$ cat src/rtl/shift_in_fifo_if.sv
// Handshake/data bundle between a shift_in_fifo and its user.
// The master side drives write/read requests and the write word; the
// slave side (the FIFO) returns the oldest word, occupancy and flags.
interface shift_in_fifo_if #(
    parameter int WIDTH = 32,
    parameter int DEPTH = 8,
    parameter int CW    = $clog2(DEPTH + 1)
);
    logic [WIDTH-1:0] data_in;
    logic             push;
    logic             pop;
    logic [WIDTH-1:0] data_out;
    logic             full;
    logic             empty;
    logic [CW-1:0]    count;
    logic             overflow;
    logic             underflow;

    modport master (
        output data_in, push, pop,
        input  data_out, full, empty, count, overflow, underflow
    );

    modport slave (
        input  data_in, push, pop,
        output data_out, full, empty, count, overflow, underflow
    );
endinterface

$ cat src/rtl/shift_in_fifo.sv
// Write-side-shifting register FIFO.
// Every accepted push shifts all stages one place deeper and loads the new
// word at stage 0, so the write path only ever touches neighbouring stages.
// The oldest word sits at stage[count-1] and is picked by an occupancy-indexed
// mux; a pop only decrements the count and moves no data.
// DEPTH must be at least 2.
module shift_in_fifo #(
    parameter int WIDTH = 32,
    parameter int DEPTH = 8,
    parameter int CW    = $clog2(DEPTH + 1)
) (
    input  logic                 clk,
    input  logic                 res,
    shift_in_fifo_if.slave       bus
);

    logic [WIDTH-1:0] stage_q [DEPTH];
    logic [WIDTH-1:0] stage_d [DEPTH];
    logic [CW-1:0]    count_q;
    logic [CW-1:0]    count_d;
    logic             overflow_q;
    logic             overflow_d;
    logic             underflow_q;
    logic             underflow_d;

    logic             is_full;
    logic             is_empty;
    logic             do_push;
    logic             do_pop;
    logic [WIDTH-1:0] data_out_mux;

    assign is_full  = (count_q == CW'(DEPTH));
    assign is_empty = (count_q == '0);

    // A push is taken when there is room, or when a simultaneous pop frees
    // the slot (full case). A pop is taken only if something is stored; on
    // an empty FIFO a push+pop keeps the push and ignores the pop.
    assign do_pop  = bus.pop && !is_empty;
    assign do_push = bus.push && (!is_full || do_pop);

    // Shift network: stage 0 loads the new word, each deeper stage takes its
    // shallower neighbour. On a full push+pop the old deepest word (the one
    // being popped) simply falls off the end.
    assign stage_d[0] = do_push ? bus.data_in : stage_q[0];
    generate
        for (genvar gi = 1; gi < DEPTH; gi++) begin : g_shift
            assign stage_d[gi] = do_push ? stage_q[gi-1] : stage_q[gi];
        end
    endgenerate

    // Occupancy and sticky error flags next state.
    always_comb begin
        count_d     = count_q;
        overflow_d  = overflow_q;
        underflow_d = underflow_q;
        if (do_push && !do_pop) begin
            count_d = count_q + CW'(1);
        end else if (do_pop && !do_push) begin
            count_d = count_q - CW'(1);
        end
        if (bus.push && !do_push) begin
            overflow_d = 1'b1;
        end
        if (bus.pop && is_empty) begin
            underflow_d = 1'b1;
        end
    end

    // State registers; reset clears storage, count and both sticky flags and
    // takes priority over any request in the same cycle.
    always_ff @(posedge clk) begin
        if (res) begin
            for (int i = 0; i < DEPTH; i++) begin
                stage_q[i] <= '0;
            end
            count_q     <= '0;
            overflow_q  <= 1'b0;
            underflow_q <= 1'b0;
        end else begin
            for (int i = 0; i < DEPTH; i++) begin
                stage_q[i] <= stage_d[i];
            end
            count_q     <= count_d;
            overflow_q  <= overflow_d;
            underflow_q <= underflow_d;
        end
    end

    // Read mux: expose stage[count-1]; an empty FIFO shows zeros so stale
    // stage contents never leak out.
    always_comb begin
        data_out_mux = '0;
        for (int i = 0; i < DEPTH; i++) begin
            if (count_q == CW'(i + 1)) begin
                data_out_mux = stage_q[i];
            end
        end
    end

    assign bus.data_out  = data_out_mux;
    assign bus.full      = is_full;
    assign bus.empty     = is_empty;
    assign bus.count     = count_q;
    assign bus.overflow  = overflow_q;
    assign bus.underflow = underflow_q;

endmodule

$ cat src/flat_wrapper.sv
// flat-port wrapper written by rule: the top's interface ports become plain ports
module shift_in_fifo_flat 
#(
    parameter int WIDTH = 32,
    parameter int DEPTH = 8,
    parameter int CW    = $clog2(DEPTH + 1)
)
  (clk, res, bus_data_in, bus_push, bus_pop, bus_data_out, bus_full, bus_empty, bus_count, bus_overflow, bus_underflow);
  shift_in_fifo_if #(.WIDTH(WIDTH), .DEPTH(DEPTH), .CW(CW)) bus_i ();
  input  logic clk;
  input  logic res;
  input wire logic [$bits(bus_i.data_in)-1:0] bus_data_in;
  input wire logic [$bits(bus_i.push)-1:0] bus_push;
  input wire logic [$bits(bus_i.pop)-1:0] bus_pop;
  output wire logic [$bits(bus_i.data_out)-1:0] bus_data_out;
  output wire logic [$bits(bus_i.full)-1:0] bus_full;
  output wire logic [$bits(bus_i.empty)-1:0] bus_empty;
  output wire logic [$bits(bus_i.count)-1:0] bus_count;
  output wire logic [$bits(bus_i.overflow)-1:0] bus_overflow;
  output wire logic [$bits(bus_i.underflow)-1:0] bus_underflow;
  assign bus_i.data_in = bus_data_in;
  assign bus_i.push = bus_push;
  assign bus_i.pop = bus_pop;
  assign bus_data_out = bus_i.data_out;
  assign bus_full = bus_i.full;
  assign bus_empty = bus_i.empty;
  assign bus_count = bus_i.count;
  assign bus_overflow = bus_i.overflow;
  assign bus_underflow = bus_i.underflow;
  shift_in_fifo #(.WIDTH(WIDTH), .DEPTH(DEPTH), .CW(CW)) u_core (.clk(clk), .res(res), .bus(bus_i));
endmodule
$ cat config.mk
export PLATFORM = sky130hd
export DESIGN_NAME = shift_in_fifo_flat
export DESIGN_NICKNAME = d
export VERILOG_FILES = /design/src/rtl/shift_in_fifo_if.sv /design/src/rtl/shift_in_fifo.sv /design/src/flat_wrapper.sv
export SDC_FILE = /design/constraint.sdc
export NUM_CORES = 1
export LEC_CHECK = 0
export BUFFER_PORTS_ARGS = -buffer_cell sky130_fd_sc_hd__buf_2
export CAP_MARGIN = 20
export CORE_ASPECT_RATIO = 1.1
export CORE_UTILIZATION = 47
export CTS_CLUSTER_SIZE = 28
export DETAILED_ROUTE_END_ITERATION = 12
export PLACE_DENSITY_LB_ADDON = 0.2
export SLEW_MARGIN = 0
export SYNTH_ARGS = -nofsm -noshare
export SYNTH_HDL_FRONTEND = slang
export SYNTH_SLANG_ARGS = --single-unit
$ cat constraint.sdc
create_clock -name clk -period 3.1 [get_ports clk]
set_clock_uncertainty 0.2 [all_clocks]
set_input_delay 0.465 -clock clk [delete_from_list [all_inputs] [get_ports clk]]
set_output_delay 0.465 -clock clk [all_outputs]
set_load 0.01 [all_outputs]
After elaboration in Yosys (flattened, before gate mapping):

Memories as Yosys holds them, arrays and structs flattened.
Index checks and enable logic that the tools add are counted.

* add/subtract/negate cells: 2
* equal/unequal tests: 8
* muxes and demuxes: 29
* bitwise operators: 8
* reduce and logical (&&, ||, !) cells: 13

Operator list (number)
* $mux W32: 24
* $eq A4 B3 Y1 const B: 4
* $eq A4 B2 Y1 const B: 2
* $mux W4: 2
* $or A1 B1 Y1: 8
* $logic_and A1 B1 Y1: 6
* $add A4 B1 Y4 const B: 1
* $eq A4 B1 Y1 const B: 1
* $eq A4 B4 Y1 const B: 1
* $logic_not A1 Y1: 4
* $logic_not A4 Y1: 1
* $sub A4 B1 Y4 const B: 1
* $mux W1: 3
* $reduce_bool A2 Y1: 1
* $logic_or A1 B1 Y1: 1

* register bits after elaboration: 6
* RAM bits: 256
* bits of input ports: 36
* output and inout bits: 40
* word-level logic and storage cells: 64
* memories kept: 1

Memory list
* u_core.stage_q: words 8, bits a word 32, rd ports 8, clocked after memory_dff 0, write ports 8, line shift_in_fifo.sv:17 `logic [WIDTH-1:0] stage_q [DEPTH];`

Longest topological paths before layout:

* depth after elaboration: 9
* depth in mapped cells: 12

Worst setup path after synthesis:

Ideal clock, no wire load.

* kind: reg-to-reg
* start: register u_core.count_q[0] (netlist: u_core.bus.count[0])
* end: register u_core.count_q[3] (netlist: u_core.bus.count[3])
* setup time: 0.128 ns
* data arrival time: 2.380 ns
* required time: 2.772 ns
* slack: 0.393 ns
* stages on the path, launching flop included: 12
* path buffers: 2
* cells stage by stage: dfxtp_1 -> inv_1 -> ha_1 -> buf_2 -> clkbuf_1 -> and2_1 -> nand2b_1 -> ha_1 -> or4_1 -> a21oi_1 -> xnor2_1 -> nor2_1

* word-level cells in the longest chain between the ends: 8

Ends and longest elaborated chain
* start, declared: line shift_in_fifo.sv:19 `logic [CW-1:0] count_q;`
* start signal, assigned: line shift_in_fifo.sv:83 `count_q <= count_d;`
* $logic_not A4 Y1 (*): line shift_in_fifo.sv:33 `assign is_empty = (count_q == '0);`
* net bus_empty: line flat_wrapper.sv:17 `output wire logic [$bits(bus_i.empty)-1:0] bus_empty;`
* $logic_not A1 Y1 (*): line shift_in_fifo.sv:38 `assign do_pop = bus.pop && !is_empty;`
* $logic_and A1 B1 Y1 (*): line shift_in_fifo.sv:38
* $logic_or A1 B1 Y1: line shift_in_fifo.sv:39 `assign do_push = bus.push && (!is_full || do_pop);`
* $logic_and A1 B1 Y1: line shift_in_fifo.sv:39
* $logic_not A1 Y1: line shift_in_fifo.sv:58 `end else if (do_pop && !do_push) begin`
* $logic_and A1 B1 Y1: line shift_in_fifo.sv:58
* $reduce_bool A2 Y1 (no line)

Mark *: on every way through the listed nets, which the timed path passes. The rest lies on a longest branch. The select of a mux whose other input is x is not followed.
A chain may end at the register's enable or synchronous reset.

Final worst setup path:

* start: register u_core.count_q[0] (netlist: u_core.bus.count[0])
* end: output port bus_data_out[19]

* word-level cells in the longest chain between the ends: 9

Ends and longest elaborated chain
* $eq A4 B1 Y1: line shift_in_fifo.sv:94 `if (count_q == CW'(i + 1)) begin`
* $mux W32 (7 in series): line shift_in_fifo.sv:94
* $mux W32 (*): line shift_in_fifo.sv:94
* end, declared: line flat_wrapper.sv:15 `output wire logic [$bits(bus_i.data_out)-1:0] bus_data_out;`

Mark *: on every way between the ends. The rest lies on a longest branch, timed or not.

==> impl_metrics.yaml <==
outcome:
  outcome: "finished clean"
hold_path:
  hold_path_class: "in2reg"
  hold_depth: 3
timing:
  setup-tns-final_ps: 0
  fmax_mhz: 324
  period_needed_ps: 3090
  hold_violations: 0
  tightestPinTransition_ps: 1190
  slew-limit-headroom: 0.204
  fin_ws_ps: 13.0
  hold_slack_ps: 57.7
  setup_viol_count_final: 0
  maxSlewViolCount: 0
  rsz0062_at_grt: "true"
  post-route-period-util: 0.996
setup_path:
  path_max_fanout: 9
  critical_path_class: "reg2out"
  critPathBufInv: 4
  max_stage_delay_ps: 410
  cp_slowest_cell: "a221oi_2"
  startpoint_type: "flop"
  crit_family: "buffers and inverters"
  cp.depth: 8
  worstRegToRegCells: 9
  crit_arrival_ps: 2420
  crit_chain: "buf_6, ha_4, buf_12, buf_4, o21ai_0, a221oi_2, nor2_1, buf_2"
  crit_path_end_kind: "output pin"
  crit_required_ps: 2430
pwr:
  power_density_nw_per_um2: 833
  max-vdd-ir-drop_mv: 0.390
  power_leakage_uw: 0.00475
yosys:
  synth_most_common_cell: "nand2_1"
  yosysSeqAreaShare: 0.455
  yosys_warnings: 0
  synth_top_cell_area_share: 0.455
  synth_flop_cell: "dfxtp_1"
  synth_top_cell_by_area: "dfxtp_1"
  synth_cell_types: 31
  synth-seq-cells: 262
  avgSynthCellArea_um2: 7.03
  netlist_instances: 1640
  synthTopCellsByArea: "dfxtp_1 45%, nand2_1 20%, a21oi_1 15%"
  synthTopCellsByCount: "608 x nand2_1, 356 x a21oi_1, 262 x dfxtp_1, 97 x o21ai_0, 65 x clkbuf_1"
  synth_edf_count: 0
  syn_nets: 1681
  syn_area_um2: 11500
  synthArstFlopShare: 0
final_layout:
  area_growth_pct: 20.0
  diodes: 0
  layout-drive-gt1-share: 0.125
  final_area_um2: 13800
  fin_cells: 2008
  fin_nets: 1723
  fillCellCount: 2303
clocking:
  tritoncts: "yes"
  htreeDepth: 1
  numCtsBuffers: 28
  clk_transition_reported_paths_ps: 60
  clockBufferDepth: 3
  clk_latency_ps: 540
  clock-sinks: 262
  cts-root-buf: "clkbuf_16"
placed_design:
  placed_cells: 1907
  io_buffers: 75
  post-place-ws_ps: 231
  placed_area_um2: 12000
  hpwl_mm: 17.3
  place.gp.congestion: 0.782
run:
  drv_cap: 0
drt:
  initialDrtViolationCount: 1370
  vias: 11000
  top_layer: "met4"
  wl_met3_mm: 2.45
  wl_per_cell_um: 16.4
  drt_wl_total_mm: 33.0
  final_antenna_net_count: 0
  met2WireLength_mm: 13.6
  dr.pass1.iters: 5
  vias_per_cell: 5.47
  m1WireLength_mm: 16.6
  drc: 0
floorplan:
  die_y_um: 166
  die_w_um: 151
  io_pins: 76
  dieArea_um2: 25200
  core_region_area_um2: 23800
  std_cell_rows: 59
  start_util: 0.484
global_route:
  grt_pass1_wl_mm: 50.4
  grt_max_degree: 257
  grt_usage: 0.247
  antenna_found_initial: 0
  grt_overflow: 0
  grt_pass1_vias: 9082
final cells by class:
type / count / area [µm²] / area share
Multi-Input combinational cell: 1198 / 5670 / 0.409
Tap cell: 305 / 382 / 0.0276
Sequential cell: 262 / 5250 / 0.379
Inverter: 36 / 143 / 0.0103
Clock buffer: 39 / 833 / 0.0602
Clock inverter: 12 / 141 / 0.0102
Timing Repair Buffer: 156 / 1430 / 0.103
placed cells by master, fill, tap and decap left out, drive strengths merged, types with 5 or more instances in the layout:
cell type    count
a211oi          11
a21oi          356
a221oi          30
buf            116
clkbuf          45
clkinv           7
dfxtp          262
dlygate4sd3     33
ha               5
inv             37
nand2          608
nand2b           5
nor2            40
nor3            10
o21ai           98
o22ai           21
metal layers:
layer,vias to the layer above,GRT usage
li1,5524,-
met1,5024,0.416
met2,407,0.326
met3,29,0.0294
met4,0,0.0483
met5,-,0
registers in the layout, indices dropped and copies added, names as in the netlist:
register	cells
u_core.bus.count	4
u_core.bus.overflow	1
u_core.bus.underflow	1
u_core.stage_q	256
power by group:
group	internal (µW)	switching (µW)	leakage (µW)	total (µW)
registers	3470	98.1	0.00212	3570
logic	1610	2860	0.00214	4480
clock network	2120	1360	0.000486	3480
total	7200	4330	0.00475	11500
per-stage QoR:
stage               total power, µW   util
floorplan                      5810      -
global placement               7160  0.503
detailed placement             7160  0.503
CTS                           11000  0.567
global route                  12000  0.581
finish                        11500  0.581
timing repair:
action                                 CTS  global route
cloned                                   2             5
pin swaps                                3            15
buffers inserted                         5             5
resized for setup                       30            55
hold buffers                            33             0
setup endpoints to repair               32            50
endpoints found under the hold margin   33             0
path summary, 6_finish.rpt:
kind,from,to,slack (ps)
min,bus_pop,u_core.bus.underflow,60
min reg2reg,u_core.stage_q[0][251],u_core.stage_q[0][251],250
max,u_core.bus.count[0],bus_data_out[19],10
max reg2reg,u_core.bus.count[0],u_core.stage_q[0][176],130
logic make-up after synthesis:
logic type                 after synthesis  share of synthesized area
buffers and inverters                  180                     0.0742
xor gates and xnor gates                 3                    0.00228
AOI/OAI and AO/OA                      519                      0.241
adders and majority gates                5                    0.00542
DFF                                    262                      0.455
and+or+nand+nor                        670                      0.222
muxes                                    1                   0.000868
worst min-delay path, delay by kind of cell:
kind,cells,cell delay (ps)
buffers and inverters,1,140
AND/OR/NAND/NOR,1,80
AO/OA/AOI/OAI,1,70
Note: power is estimated with default switching activity, not from simulation.
